## src/rtl/fc_output_collector_if.sv

```systemverilog
`default_nettype none
// ============================================================================
// Module      : fc_output_collector_if
// Description : Beat-in / frame-out handshake bundle for the FC output
//               collector (producer beats in, packed softmax frame out).
// Revision    : 1.0 - initial release
// ============================================================================
interface fc_output_collector_if #(
    parameter int SIZE     = 16,
    parameter int LAYER_SZ = 2
) ();
    localparam int CNT_W = $clog2(LAYER_SZ + 1);

    logic                       in_valid;
    logic                       in_ready;
    logic [SIZE-1:0]            in_data;
    logic                       in_last;
    logic                       out_valid;
    logic                       out_ready;
    logic [LAYER_SZ*SIZE-1:0]   out_values;
    logic [CNT_W-1:0]           count;
    logic                       err;

    // Environment side: drives beats in and accepts frames out.
    modport master (
        output in_valid, in_data, in_last, out_ready,
        input  in_ready, out_valid, out_values, count, err
    );

    // Collector side.
    modport slave (
        input  in_valid, in_data, in_last, out_ready,
        output in_ready, out_valid, out_values, count, err
    );
endinterface
`default_nettype wire

```

## src/rtl/fc_output_collector.sv

```systemverilog
`default_nettype none
// ============================================================================
// Module      : fc_output_collector
// Description : Gathers LAYER_SZ signed neuron outputs into one packed frame
//               for the softmax/argmax stage, with early-last error flag.
// Revision    : 1.0 - initial release
// ============================================================================
module fc_output_collector #(
    parameter int SIZE     = 16,
    parameter int LAYER_SZ = 2
) (
    input  wire logic              clk,
    input  wire logic              rst_n,
    input  wire logic              flush,
    fc_output_collector_if.slave   bus
);
    localparam int                CNT_W    = $clog2(LAYER_SZ + 1);
    localparam logic [CNT_W-1:0]  LAST_IDX = CNT_W'(LAYER_SZ - 1);
    localparam logic [CNT_W-1:0]  FULL_CNT = CNT_W'(LAYER_SZ);

    typedef enum logic [1:0] {
        ST_EMPTY = 2'd0,
        ST_FILL  = 2'd1,
        ST_FULL  = 2'd2
    } state_t;

    state_t             state_q, state_d;
    logic [CNT_W-1:0]   count_q, count_d;
    logic               err_q,   err_d;
    logic [SIZE-1:0]    slots_q [LAYER_SZ];
    logic [SIZE-1:0]    slots_d [LAYER_SZ];

    // Handshake outputs depend on state only, so no in_* -> out_* path exists.
    assign bus.in_ready  = (state_q != ST_FULL);
    assign bus.out_valid = (state_q == ST_FULL);
    assign bus.count     = count_q;
    assign bus.err       = err_q;

    // Slot 0 occupies the most-significant SIZE bits.
    generate
        for (genvar g = 0; g < LAYER_SZ; g++) begin : g_pack
            assign bus.out_values[(LAYER_SZ-1-g)*SIZE +: SIZE] = slots_q[g];
        end
    endgenerate

    always_comb begin
        state_d = state_q;
        count_d = count_q;
        err_d   = err_q;
        for (int i = 0; i < LAYER_SZ; i++) begin
            slots_d[i] = slots_q[i];
        end

        if (flush) begin
            state_d = ST_EMPTY;
            count_d = '0;
            err_d   = 1'b0;
            for (int i = 0; i < LAYER_SZ; i++) begin
                slots_d[i] = '0;
            end
        end else begin
            case (state_q)
                ST_EMPTY, ST_FILL: begin
                    if (bus.in_valid) begin
                        for (int i = 0; i < LAYER_SZ; i++) begin
                            if (count_q == CNT_W'(i)) begin
                                slots_d[i] = bus.in_data;
                            end
                        end
                        // A full slot count closes the frame regardless of in_last.
                        if (count_q == LAST_IDX) begin
                            state_d = ST_FULL;
                            count_d = FULL_CNT;
                        end else if (bus.in_last) begin
                            state_d = ST_FULL;
                            count_d = FULL_CNT;
                            err_d   = 1'b1;
                        end else begin
                            state_d = ST_FILL;
                            count_d = count_q + 1'b1;
                        end
                    end
                end
                ST_FULL: begin
                    if (bus.out_ready) begin
                        state_d = ST_EMPTY;
                        count_d = '0;
                        for (int i = 0; i < LAYER_SZ; i++) begin
                            slots_d[i] = '0;
                        end
                    end
                end
                default: begin
                    state_d = ST_EMPTY;
                    count_d = '0;
                end
            endcase
        end
    end

    always_ff @(posedge clk or negedge rst_n) begin
        if (!rst_n) begin
            state_q <= ST_EMPTY;
            count_q <= '0;
            err_q   <= 1'b0;
            for (int i = 0; i < LAYER_SZ; i++) begin
                slots_q[i] <= '0;
            end
        end else begin
            state_q <= state_d;
            count_q <= count_d;
            err_q   <= err_d;
            for (int i = 0; i < LAYER_SZ; i++) begin
                slots_q[i] <= slots_d[i];
            end
        end
    end
endmodule
`default_nettype wire

```

## src/flat_wrapper.sv

```systemverilog
// flat-port wrapper written by rule: the top's interface ports become plain ports
module fc_output_collector_flat 
#(
    parameter int SIZE     = 16,
    parameter int LAYER_SZ = 2
)
  (clk, rst_n, flush, bus_in_valid, bus_in_data, bus_in_last, bus_out_ready, bus_in_ready, bus_out_valid, bus_out_values, bus_count, bus_err);
  fc_output_collector_if #(.SIZE(SIZE), .LAYER_SZ(LAYER_SZ)) bus_i ();
  input  wire logic clk;
  input  wire logic rst_n;
  input  wire logic flush;
  input wire logic [$bits(bus_i.in_valid)-1:0] bus_in_valid;
  input wire logic [$bits(bus_i.in_data)-1:0] bus_in_data;
  input wire logic [$bits(bus_i.in_last)-1:0] bus_in_last;
  input wire logic [$bits(bus_i.out_ready)-1:0] bus_out_ready;
  output wire logic [$bits(bus_i.in_ready)-1:0] bus_in_ready;
  output wire logic [$bits(bus_i.out_valid)-1:0] bus_out_valid;
  output wire logic [$bits(bus_i.out_values)-1:0] bus_out_values;
  output wire logic [$bits(bus_i.count)-1:0] bus_count;
  output wire logic [$bits(bus_i.err)-1:0] bus_err;
  assign bus_i.in_valid = bus_in_valid;
  assign bus_i.in_data = bus_in_data;
  assign bus_i.in_last = bus_in_last;
  assign bus_i.out_ready = bus_out_ready;
  assign bus_in_ready = bus_i.in_ready;
  assign bus_out_valid = bus_i.out_valid;
  assign bus_out_values = bus_i.out_values;
  assign bus_count = bus_i.count;
  assign bus_err = bus_i.err;
  fc_output_collector #(.SIZE(SIZE), .LAYER_SZ(LAYER_SZ)) u_core (.clk(clk), .rst_n(rst_n), .flush(flush), .bus(bus_i));
endmodule
```

## config.mk

```make
export PLATFORM = sky130hd
export DESIGN_NAME = fc_output_collector_flat
export DESIGN_NICKNAME = d
export VERILOG_FILES = /design/src/rtl/fc_output_collector_if.sv /design/src/rtl/fc_output_collector.sv /design/src/flat_wrapper.sv
export SDC_FILE = /design/constraint.sdc
export NUM_CORES = 1
export LEC_CHECK = 0
export BUFFER_PORTS_ARGS = -buffer_cell sky130_fd_sc_hd__buf_2
export CAP_MARGIN = 0
export CORE_MARGIN = 2
export CORE_UTILIZATION = 47
export CTS_CLUSTER_SIZE = 25
export DETAILED_ROUTE_END_ITERATION = 8
export GPL_TIMING_DRIVEN = 0
export PLACE_DENSITY_LB_ADDON = 0.08
export SETUP_SLACK_MARGIN = 0.15
export SLEW_MARGIN = 10
export SYNTH_ARGS = -nofsm -noshare
export SYNTH_HDL_FRONTEND = slang
export SYNTH_SLANG_ARGS = --single-unit
export TNS_END_PERCENT = 20
```

## constraint.sdc

```tcl
create_clock -name clk -period 1.6 [get_ports clk]
set_input_delay 0.08 -clock clk [delete_from_list [all_inputs] [get_ports clk]]
set_output_delay 0.08 -clock clk [all_outputs]
set_load 0.01 [all_outputs]
```

; Word-level counts from Yosys, hierarchy flattened
; Index checks and enable logic that the tools add are counted.
; Widths: inputs -> output; s select.
[totals]
register_bits = 37
output_inout_bits = 37
wordCells = 48
input_bits = 22
[op_classes]
reduce_logical = 11
muxes = 22
eq_ne = 9
add_sub_neg = 1
[ops]
columns = cell, n
row1 = $mux 32, 3
row2 = $pmux 32 s2, 1
row3 = $mux 16, 2
row4 = $mux 2, 9
row5 = $reduce_and 4->1, 3
row6 = $pmux 2 s2, 2
row7 = $ne 3x2->1 const B, 2
row8 = $ne 3x3->1 const B, 2
row9 = $reduce_bool 2->1, 3
row10 = $mux 1, 5
row11 = $eq 2x1->1 const B, 2
row12 = $logic_not 2->1, 2
row13 = $ne 2x2->1 const B, 2
row14 = $reduce_bool 3->1, 1
row15 = $add 2x1->2 const B, 1
row16 = $eq 2x2->1 const B, 1
row17 = $reduce_and 2->1, 1
row18 = $reduce_or 2->1, 1

; Longest topological paths before layout
; Gate-level depths: netlist of the first run.
[depth]
word_depth = 6
mapped_depth = 6
depth_no_buf = 5

; Worst setup path before layout of the first run
; OpenSTA, ideal clock, no wires.
[synth_path]
path_type = register to register
start = register u_core.count_q[1] (netlist: u_core.bus.count[1])
end = register u_core.slots_q, in the netlist u_core.bus.out_values[10]
t_arrival_ns = 1.466
stages_incl_launch_ff = 7
required_ns = 1.535
path_slack_ns = 0.069
path_buffers = 1
synth_period_minus_slack_ns = 1.531
setup_time_ns = 0.065
path_cell_list = dfrtp_1 > inv_1 > ha_1 > inv_1 > nor3_2 > buf_4 > a22o_1
[synth_between]
elab_chain_cells = 3
[synth_lines]
columns = item, line_no
row1 = "start, declared", fc_output_collector.sv:28  ; logic [CNT_W-1:0] count_q, count_d;
row2 = "start signal, assigned", fc_output_collector.sv:111  ; count_q <= count_d;
row3 = $eq 2x1->1, fc_output_collector.sv:66  ; if (count_q == CNT_W'(i)) begin
row4 = $ne 3x2->1 (no source line), n/a
row5 = $reduce_and 4->1 (no source line), n/a
row6 = "end signal, assigned by index", fc_output_collector.sv:114  ; slots_q[i] <= slots_d[i];
row7 = "end, declared", fc_output_collector.sv:30  ; logic [SIZE-1:0] slots_q [LAYER_SZ];
; Every way passes these cells.
; A chain may end at the register's enable or synchronous reset.

; Final worst setup path of the first run
[layout_path]
start = register u_core.state_q[1]
end = register u_core.slots_q, in the netlist u_core.bus.out_values[3]
[layout_between]
elab_chain_cells = 4
elab_cells_between_ends = 11
cone_classes = 5 x eq/ne / 2 x mux / 4 x reduce/logical
[layout_lines]
columns = item, line_no
row1 = "start, declared", fc_output_collector.sv:27  ; state_t state_q, state_d;
row2 = "start signal, assigned", fc_output_collector.sv:110  ; state_q <= state_d;
row3 = $eq 2x1->1 / $logic_not 2->1 (equally long branches), fc_output_collector.sv:62  ; case (state_q)
row4 = $reduce_or 2->1, fc_output_collector.sv:62
row5 = "$ne 3x2->1 (no source line), or another cell as far along", n/a
row6 = $reduce_and 4->1 (no source line) / $mux 32 (equally long branches), n/a
; Parallel ways exist; a longest one is shown, timed or not.

==> results.sh, run 1 <==
export IMPL_syn_area_sq_um=1508
export IMPL_vias=1217
export IMPL_rows=20
export IMPL_swShare=0.2386
export IMPL_viasPerCell=5.157
export IMPL_path_delay_family="flip-flops"
export IMPL_avgSynthCellArea_sq_um=14.36
export IMPL_slew_viol_final=0
export IMPL_overflow=0
export IMPL_worstPathArrival_ns=1.67
export IMPL_pwr_share_seq=0.472
export IMPL_skew_ns=0.005926
export IMPL_final_common_cell="buf_2"
export IMPL_p_clk_frac=0.373
export IMPL_yosys_warnings=0
export IMPL_drt_iter0_drc=47
export IMPL_netlist_area_leader_share=0.6141
export IMPL_fill_cells=236
export IMPL_avgRoutedWirePerCell_um=14.73
export IMPL_combPwrFrac=0.155
export IMPL_clock_latency_ns=0.34
export IMPL_yosys_area_top_type="dfrtp_1"
export IMPL_crit_slowest_cell="dfrtp_1"
export IMPL_die_w_um=60.64
export IMPL_p_switching_uw=511.5
export IMPL_ff_latch_area_sq_um=927.1
export IMPL_crit_path_end_kind="flop"
export IMPL_cts_tree="done"
export IMPL_synth_mux_area_frac=0.006639
export IMPL_worst_pin_slew_ns=0.7956
export IMPL_io_pin_count=59
export IMPL_grt_pass1_vias=1254
export IMPL_critPathLaunch="u_core.state_q[1]"
export IMPL_ir_drop_mv=0.6697
export IMPL_grt_pass1_wl_um=5658
export IMPL_die_h_um=60.64
export IMPL_mostFrequentLayoutCells="58 x buf_2, 36 x dfrtp_1, 32 x a22o_1"
export IMPL_min_period_ns=1.390
export IMPL_endpoint="u_core.bus.out_values[3]"
export IMPL_cts_sink_count=37
export IMPL_core_area_sq_um=3053
export IMPL_synth_nets=129
export IMPL_status="complete, no violations"
export IMPL_finalHoldViolations=0
export IMPL_multiInputGateArea_sq_um=549.3
export IMPL_hold_class="primary input to flop"
export IMPL_final_layout_size_suffix_gt1_frac=0.4688
export IMPL_fin_util=0.7180
export IMPL_wl_um=3476
export IMPL_gp_congestion=0.7472
export IMPL_final_nets=215
export IMPL_synth_xor_area_frac=0
export IMPL_timing_hold_ws_ns=0.03360
export IMPL_rrSetupSlack_ns=0.21
export IMPL_antennaDiodeCount=0
export IMPL_required_ns=1.88
export IMPL_numCtsBuffers=5
export IMPL_r2r_end="u_core.bus.out_values[3]"
export IMPL_cap_violations=0
export IMPL_synthCells=105
export IMPL_grt_setup_unrepaired="true"
export IMPL_r2r_cells=4
export IMPL_cp_max_fo=10
export IMPL_dp_hpwl_um=2288
export IMPL_cellPowerDensity_nw_per_um2=978.1
export IMPL_cts_clk_slew_worst_paths_ns=0.11
export IMPL_synth_cell_types=25
export IMPL_synth_compound_area_share=0.2398
export IMPL_cp_slowest_stage_delay_ns=0.49
export IMPL_areaGrowthSynthToFinish_pct=45.39
export IMPL_crit_chain="and3b_4 > a211oi_4 > buf_6 > a22o_1"
export IMPL_cp_depth=4
export IMPL_internal_power_uw=1633
export IMPL_root_buffer="clkbuf_4"
export IMPL_drc=0
export IMPL_ant_nets=0
export IMPL_synth_seq_cells=37
export IMPL_netlist_top_cells_area="dfrtp_1 61%, a22o_1 19%, a211oi_4 2.7%"
export IMPL_dieArea_sq_um=3677
export IMPL_crit_buf_inv=1
export IMPL_start_util=0.4939
export IMPL_startpoint_type="flop"
export IMPL_antenna_found_initial=0
export IMPL_grt_max_degree=38
export IMPL_yosysSeqAreaShare=0.6141
export IMPL_setup_viol=0
export IMPL_track_usage=0.2128
export IMPL_synthSimpleGateAreaFrac=0.08465
export IMPL_first_pass_iters=4
export IMPL_slew_headroom=0.4696
export IMPL_io_buffers=57
export IMPL_post_route_period_util=0.8687
export IMPL_r2r_start="u_core.state_q[1]"
export IMPL_cts_max_path_buffers=2
export IMPL_path_class="flop to flop"
export IMPL_cellLeakagePower_uw=0.001166
export IMPL_max_freq_mhz=719.5
export IMPL_cts_max_level=2
export IMPL_synth_adder_area_share=0.01660
export IMPL_synth_top_family_by_area="compound AO/OA/AOI/OAI gates"
[final cells by class]
class / instances / area share
Buffer: 5 / 0.02283
Clock buffer: 5 / 0.01712
Clock inverter: 3 / 0.02968
Inverter: 4 / 0.006849
Multi-Input combinational cell: 59 / 0.2506
Sequential cell: 37 / 0.4229
Tap cell: 44 / 0.02511
Timing Repair Buffer: 79 / 0.2249
[logic make-up (layout without fill, tap and decap cells)]
group	count (synthesis)	in the layout
compound gates	40	40
flops	37	37
simple gates	16	16
buf+inv	9	96
fa+ha+maj	2	2
mux	1	1
[per-stage QoR]
stage          cells  instance area (sq um)  worst slack, ns   TNS, ns  total power (uW)
6_report         236                   2192           0.2101         0              2144
5_1_grt          236                   2192           0.1430         0              2246
2_1_floorplan    105                   1514           0.1738         0              1183
4_1_cts          236                   2171           0.1451         0              2151
3_5_place_dp     206                   1854         -0.01262  -0.04395              1312
3_3_place_gp     206                   1854          0.01786         0              1304
[worst min-delay path, delay by kind of cell]
| family | cells | cell delay, ns |
|---|---|---|
| AO/OA/AOI/OAI | 1 | 0.07 |
| buffers and inverters | 1 | 0.11 |
| AND/OR/NAND/NOR | 1 | 0.08 |
[worst min path at each step]
stage,depth (start not counted),to,startpoint
2_1_floorplan,0,u_core.bus.count[0],rst_n
3_3_place_gp,1,u_core.bus.out_values[6],rst_n
3_5_place_dp,1,u_core.bus.out_values[22],rst_n
4_1_cts,3,u_core.bus.err,bus_in_last
5_1_grt,3,u_core.bus.count[0],bus_in_last
6_report,3,u_core.bus.err,bus_in_last
[Yosys cell counts, drive strengths merged]
master,number
dfrtp,37
a22o,32
buf,5
nor2,5
inv,4
nor3,3
a211oi,2
a21oi,2
ha,2
nor3b,2
a211o,1
a31oi,1
and3b,1
mux2i,1
nand2,1
nand2b,1
nor2b,1
o21ai,1
o21ba,1
or2b,1
or3,1
[power by group through the flow]
stage | clock network [uW] | logic (uW) | registers (uW)
6_report | 800 | 332 | 1010
5_1_grt | 864 | 363 | 1020
4_1_cts | 811 | 330 | 1010
3_5_place_dp | 0 | 285 | 1030
3_3_place_gp | 0 | 278 | 1030
2_1_floorplan | 0 | 137 | 1050
[state kept, by name (all words and copies together), names as in the netlist]
register	count
u_core.bus.err	1
u_core.bus.count	2
u_core.state_q	2
u_core.bus.out_values	32
[per-layer routing]
layer  global-route usage  up-vias  routed length [um]
met5                    0        -                   0
met1               0.2685      599                1530
met2               0.3533       43                1679
li1                     -      569                   -
met4              0.07143        0                  40
met3              0.06183        6                 226
[repair_timing]
item / in CTS / in global routing
hold buffers: 17 / 0
setup buffers: 5 / 0
setup endpoints to repair: 20 / 32
endpoints found under the hold margin: 69 / 0
resized for setup: 2 / 6
pin swaps: 3 / 0
(Power assumes the default switching activity.)
==> run 2, diff against run 1 <==
--- a/config.mk
+++ b/config.mk
@@ -9,12 +9,12 @@
 export CAP_MARGIN = 0
 export CORE_MARGIN = 2
 export CORE_UTILIZATION = 47
+export CTS_BUF_LIST = sky130_fd_sc_hd__clkbuf_8
 export CTS_CLUSTER_SIZE = 25
 export DETAILED_ROUTE_END_ITERATION = 8
 export GPL_TIMING_DRIVEN = 0
 export PLACE_DENSITY_LB_ADDON = 0.08
 export SETUP_SLACK_MARGIN = 0.15
-export SLEW_MARGIN = 10
 export SYNTH_ARGS = -nofsm -noshare
 export SYNTH_HDL_FRONTEND = slang
 export SYNTH_SLANG_ARGS = --single-unit
==> run 2 against run 1 <==
Effect of this change:
- clock skew barely moved
- total power is 5.4% higher
- clock power rose by 19%
- utilization down 4.6 points
- clock-buffer cell count unchanged
- highest routed layer unchanged
==> results.sh, run 2 (synthesis results as in run 1) <==
export IMPL_dp_hpwl_um=2288
export IMPL_clock_latency_ns=0.29
export IMPL_r2r_cells=4
export IMPL_cts_clk_slew_worst_paths_ns=0.08
export IMPL_mostFrequentLayoutCells="58 x buf_2, 36 x dfrtp_1, 32 x a22o_1"
export IMPL_final_nets=198
export IMPL_grt_max_degree=38
export IMPL_path_class="flop to flop"
export IMPL_skew_ns=0.006110
export IMPL_fin_tns_setup_ns=0
export IMPL_gp_congestion=0.7472
export IMPL_final_layout_size_suffix_gt1_frac=0.5029
export IMPL_cts_max_path_buffers=2
export IMPL_grt_pass1_wl_um=5368
export IMPL_required_ns=1.83
export IMPL_dieArea_sq_um=3677
export IMPL_pwr_share_seq=0.448
export IMPL_slew_headroom=0.4692
export IMPL_crit_slowest_cell="dfrtp_1"
export IMPL_largest_register_ffs=32
export IMPL_drt_iter0_drc=51
export IMPL_numCtsBuffers=5
export IMPL_core_area_sq_um=3053
export IMPL_internal_power_uw=1739
export IMPL_critPathLaunch="u_core.state_q[1]"
export IMPL_die_h_um=60.64
export IMPL_wl_um=3244
export IMPL_root_buffer="clkbuf_8"
export IMPL_p_switching_uw=520.4
export IMPL_p_clk_frac=0.421
export IMPL_hold_class="primary input to flop"
export IMPL_finalHoldViolations=0
export IMPL_avgRoutedWirePerCell_um=14.81
export IMPL_r2r_start="u_core.state_q[1]"
export IMPL_place_inst=206
export IMPL_slew_viol_final=0
export IMPL_crit_chain="and3b_4 > a211oi_4 > buf_4 > a22o_1"
export IMPL_layout_cells_non_filler=219
export IMPL_rows=20
export IMPL_fill_cells=253
export IMPL_post_route_period_util=0.8613
export IMPL_worst_slack_ns=0.2219
export IMPL_start_util=0.4939
export IMPL_r2r_end="u_core.bus.out_values[0]"
export IMPL_cellLeakagePower_uw=0.001107
export IMPL_dpl_worst_slack_ns=-0.01262
export IMPL_first_pass_iters=4
export IMPL_drc=0
export IMPL_cts_max_level=2
export IMPL_cp_max_fo=8
export IMPL_io_pin_count=59
export IMPL_min_period_ns=1.378
export IMPL_max_freq_mhz=725.6
export IMPL_endpoint="u_core.bus.out_values[0]"
export IMPL_final_common_cell="buf_2"
export IMPL_cp_slowest_stage_delay_ns=0.48
export IMPL_cts_tree="done"
export IMPL_antennaDiodeCount=0
export IMPL_ant_nets=0
export IMPL_place_area_sq_um=1854
export IMPL_swShare=0.2303
export IMPL_areaGrowthSynthToFinish_pct=36.10
export IMPL_rrSetupSlack_ns=0.22
export IMPL_cellPowerDensity_nw_per_um2=1101
export IMPL_antenna_found_initial=0
export IMPL_status="complete, no violations"
export IMPL_cts_sink_count=37
export IMPL_overflow=0
export IMPL_cap_violations=0
export IMPL_worst_pin_slew_ns=0.7961
export IMPL_die_w_um=60.64
export IMPL_startpoint_type="flop"
export IMPL_ir_drop_mv=0.7098
export IMPL_worstPathArrival_ns=1.60
export IMPL_io_buffers=57
export IMPL_combPwrFrac=0.131
export IMPL_timing_hold_ws_ns=0.02820
export IMPL_track_usage=0.2026
export IMPL_grt_setup_unrepaired="false"
export IMPL_viasPerCell=5.219
export IMPL_crit_path_end_kind="flop"
export IMPL_vias=1143
export IMPL_setup_viol=0
export IMPL_fin_area_sq_um=2052
export IMPL_grt_pass1_vias=1153
==> run 2: cell count changes in the layout (fill, tap and decap cells not counted) <==
| cell | previous run | this run |
|---|---|---|
| a21oi_1 | 1 | 2 |
| a21oi_2 | 1 | 0 |
| buf_4 | 5 | 4 |
| clkbuf_4 | 5 | 0 |
| clkbuf_8 | 0 | 5 |
| dlygate4sd3_1 | 17 | 1 |
==> run 2: power groups by stage <==
stage               registers [uW]  logic, uW  clock network [uW]
floorplan                     1050        137                   0
global placement              1030        278                   0
detailed placement            1030        285                   0
CTS                           1010        298                 970
global route                  1020        326                1010
finish                        1010        297                 950
==> run 2: metrics by stage <==
step	utilization	power (uW)
6_report	0.6721	2260
4_1_cts	0.6664	2278
2_1_floorplan	-	1183
5_1_grt	0.6721	2359
3_3_place_gp	0.6074	1304
3_5_place_dp	0.6074	1312
==> run 2: how the worst min path moves through the flow <==
stage / start / cells past startpoint / slack (ns) / end
floorplan: rst_n / 0 / -0.22 / u_core.bus.count[0]
global placement: rst_n / 1 / 0.20 / u_core.bus.out_values[6]
detailed placement: rst_n / 1 / 0.21 / u_core.bus.out_values[22]
CTS: bus_in_data[8] / 2 / 0.02 / u_core.bus.out_values[8]
global route: bus_in_data[9] / 2 / 0.02 / u_core.bus.out_values[25]
finish: bus_in_data[11] / 2 / 0.03 / u_core.bus.out_values[27]
==> run 2: critical path, delay by kind of cell (launching register included) <==
kind	cells	cell delay (ns)
AO/OA/AOI/OAI	2	0.39
buffers and inverters	1	0.19
flip-flops	1	0.48
AND/OR/NAND/NOR	1	0.26
==> run 2: cell type report <==
cell class,instances,area (sq um),share of cell area
flip-flops and latches,37,927.1,0.4518
multi-input cells,59,545.5,0.2659
repair buffers,62,325.3,0.1585
clock buffers,5,68.82,0.03354
clock inverters,3,65.06,0.03171
well taps,44,55.05,0.02683
plain buffers,5,50.05,0.02439
inverters,4,15.01,0.007317
==> run 2: repair_timing <==
action,in CTS,in global routing
resized for setup,2,5
endpoints found under the setup margin,20,31
endpoints found under the hold margin,37,0
cloned,0,0
hold buffers,1,0
buffers inserted,4,0
pin swaps,3,0
==> run 2: layer usage <==
metal | global-route usage | part of all wire
met1 | 0.2745 | 0.45
met2 | 0.3118 | 0.47
met5 | 0 | 0
met3 | 0.06183 | 0.064
met4 | 0.07143 | 0.015
==> run 3, diff against run 2 <==
--- a/config.mk
+++ b/config.mk
@@ -7,13 +7,15 @@
 export LEC_CHECK = 0
 export BUFFER_PORTS_ARGS = -buffer_cell sky130_fd_sc_hd__buf_2
 export CAP_MARGIN = 0
-export CORE_MARGIN = 2
-export CORE_UTILIZATION = 47
+export CELL_PAD_IN_SITES_DETAIL_PLACEMENT = 2
+export CELL_PAD_IN_SITES_GLOBAL_PLACEMENT = 2
+export CORE_MARGIN = 1
+export CORE_UTILIZATION = 32
 export CTS_BUF_LIST = sky130_fd_sc_hd__clkbuf_8
 export CTS_CLUSTER_SIZE = 25
 export DETAILED_ROUTE_END_ITERATION = 8
 export GPL_TIMING_DRIVEN = 0
-export PLACE_DENSITY_LB_ADDON = 0.08
+export PLACE_DENSITY_LB_ADDON = 0.1
 export SETUP_SLACK_MARGIN = 0.15
 export SYNTH_ARGS = -nofsm -noshare
 export SYNTH_HDL_FRONTEND = slang
==> run 3 against run 2 <==
Effect of this change:
- the flow now finishes with violations (design-rule violations)
- non-clock buffer count is 5 higher
- die area is 36% higher
- combinational power is 8.4% higher
- setup slack worse by 0.035 ns
- highest routed layer unchanged
==> results.sh, run 3 (synthesis results as in run 1) <==
export IMPL_cts_clk_slew_worst_paths_ns=0.08
export IMPL_io_pin_count=59
export IMPL_areaGrowthSynthToFinish_pct=38.34
export IMPL_top_layer_used="met4"
export IMPL_cts_tree="done"
export IMPL_final_layout_size_suffix_gt1_frac=0.5167
export IMPL_required_ns=1.83
export IMPL_viasPerCell=5.177
export IMPL_antennaDiodeCount=0
export IMPL_first_pass_iters=6
export IMPL_cts_max_path_buffers=2
export IMPL_cellLeakagePower_uw=0.001124
export IMPL_crit_path_end_kind="flop"
export IMPL_status="finished, violations left"
export IMPL_wl_um=4313
export IMPL_path_class="flop to flop"
export IMPL_drt_iter0_drc=51
export IMPL_critPathLaunch="u_core.bus.count[0]"
export IMPL_ir_drop_mv=0.3186
export IMPL_wl_met1_um=1857
export IMPL_slew_viol_final=0
export IMPL_ant_nets=0
export IMPL_endpoint="u_core.bus.out_values[16]"
export IMPL_gp_congestion=0.7099
export IMPL_setup_viol=0
export IMPL_final_nets=203
export IMPL_cellPowerDensity_nw_per_um2=1028
export IMPL_dr_wl_met2_um=2164
export IMPL_worst_pin_slew_ns=0.8669
export IMPL_post_route_period_util=0.8835
export IMPL_track_usage=0.1806
export IMPL_startpoint_type="flop"
export IMPL_hold_class="primary input to flop"
export IMPL_r2r_cells=5
export IMPL_cts_max_level=2
export IMPL_io_buffers=57
export IMPL_final_common_cell="buf_2"
export IMPL_r2r_start="u_core.bus.count[0]"
export IMPL_cp_max_fo=5
export IMPL_worstPathArrival_ns=1.64
export IMPL_start_util=0.3392
export IMPL_grt_max_degree=38
export IMPL_finalHoldViolations=0
export IMPL_vias=1201
export IMPL_dieArea_sq_um=4990
export IMPL_r2r_end="u_core.bus.out_values[16]"
export IMPL_failed_checks="design-rule violations"
export IMPL_wl_met3_um=254
export IMPL_mostFrequentLayoutCells="58 x buf_2, 35 x dfrtp_1, 32 x a22o_1"
export IMPL_cts_sink_count=37
export IMPL_root_buffer="clkbuf_8"
export IMPL_clock_latency_ns=0.29
export IMPL_grt_pass1_vias=1304
export IMPL_timing_hold_ws_ns=0.02871
export IMPL_antenna_found_initial=0
export IMPL_slew_headroom=0.4220
export IMPL_dp_hpwl_um=2921
export IMPL_grt_pass1_wl_um=6962
export IMPL_worstHoldStart="bus_in_data[12]"
export IMPL_skew_ns=0.007226
export IMPL_cap_violations=0
export IMPL_total_power_uw=2145
export IMPL_die_h_um=70.64
export IMPL_largest_register_ffs=32
export IMPL_drc=10
export IMPL_numCtsBuffers=5
export IMPL_min_period_ns=1.414
export IMPL_overflow=0
export IMPL_rrSetupSlack_ns=0.19
export IMPL_fill_cells=467
export IMPL_core_area_sq_um=4444
export IMPL_rows=24
export IMPL_avgRoutedWirePerCell_um=18.59
export IMPL_die_w_um=70.64
export IMPL_grt_setup_unrepaired="true"
export IMPL_max_freq_mhz=707.4
## run 3: worst min-delay path by stage
stage | to | slack [ns] | cells past startpoint
6_report | u_core.bus.out_values[12] | 0.03 | 2
5_1_grt | u_core.bus.out_values[26] | 0.03 | 2
4_1_cts | u_core.bus.out_values[18] | 0.02 | 2
3_5_place_dp | u_core.bus.out_values[20] | 0.25 | 1
3_3_place_gp | u_core.bus.out_values[20] | 0.22 | 1
2_1_floorplan | u_core.bus.count[0] | -0.22 | 0
## run 3: layout make-up
cell class | instances | area, sq um | share of cell area
Clock buffer | 5 | 68.82 | 0.03299
Sequential cell | 37 | 928.4 | 0.4451
Timing Repair Buffer | 67 | 370.4 | 0.1776
Inverter | 4 | 15.01 | 0.007199
Clock inverter | 3 | 42.54 | 0.02040
Buffer | 5 | 50.05 | 0.02400
Tap cell | 52 | 65.06 | 0.03119
Multi-Input combinational cell | 59 | 545.5 | 0.2615
## run 3: repair_timing
item                                    4_1_cts  5_1_grt
endpoints found under the hold margin        37        0
resized for setup                             2       10
pin swaps                                     3        2
cloned                                        0        2
hold buffers                                  1        0
setup buffers                                 5        2
endpoints found under the setup margin       20       27
## run 3: report_power, final
group	internal, uW	switching [uW]
Sequential	980	32.2
Combinational	151	171
Clock	462	349
Total	1590	552
## run 3: per-layer routing
layer | up-vias | global-route usage
li1 | 543 | -
met1 | 614 | 0.2235
met2 | 38 | 0.3107
met3 | 6 | 0.04986
met4 | 0 | 0.05333
met5 | - | 0
## run 3: worst max-delay path: stages (launching register included)
cell	delay (ns)
dfrtp_2	0.45
inv_1	0.08
ha_2	0.20
nor3b_4	0.28
buf_4	0.20
a22o_1	0.14
## run 3: metrics by stage
stage / TNS (ns) / util / instance area, sq um / cells / setup slack [ns]
2_1_floorplan: 0 / - / 1514 / 105 / 0.1738
3_3_place_gp: -0.1939 / 0.4195 / 1864 / 214 / -0.02240
3_5_place_dp: -0.1870 / 0.4195 / 1864 / 214 / -0.03985
4_1_cts: 0 / 0.4566 / 2029 / 228 / 0.1522
5_1_grt: 0 / 0.4693 / 2086 / 232 / 0.1051
6_report: 0 / 0.4693 / 2086 / 232 / 0.1865
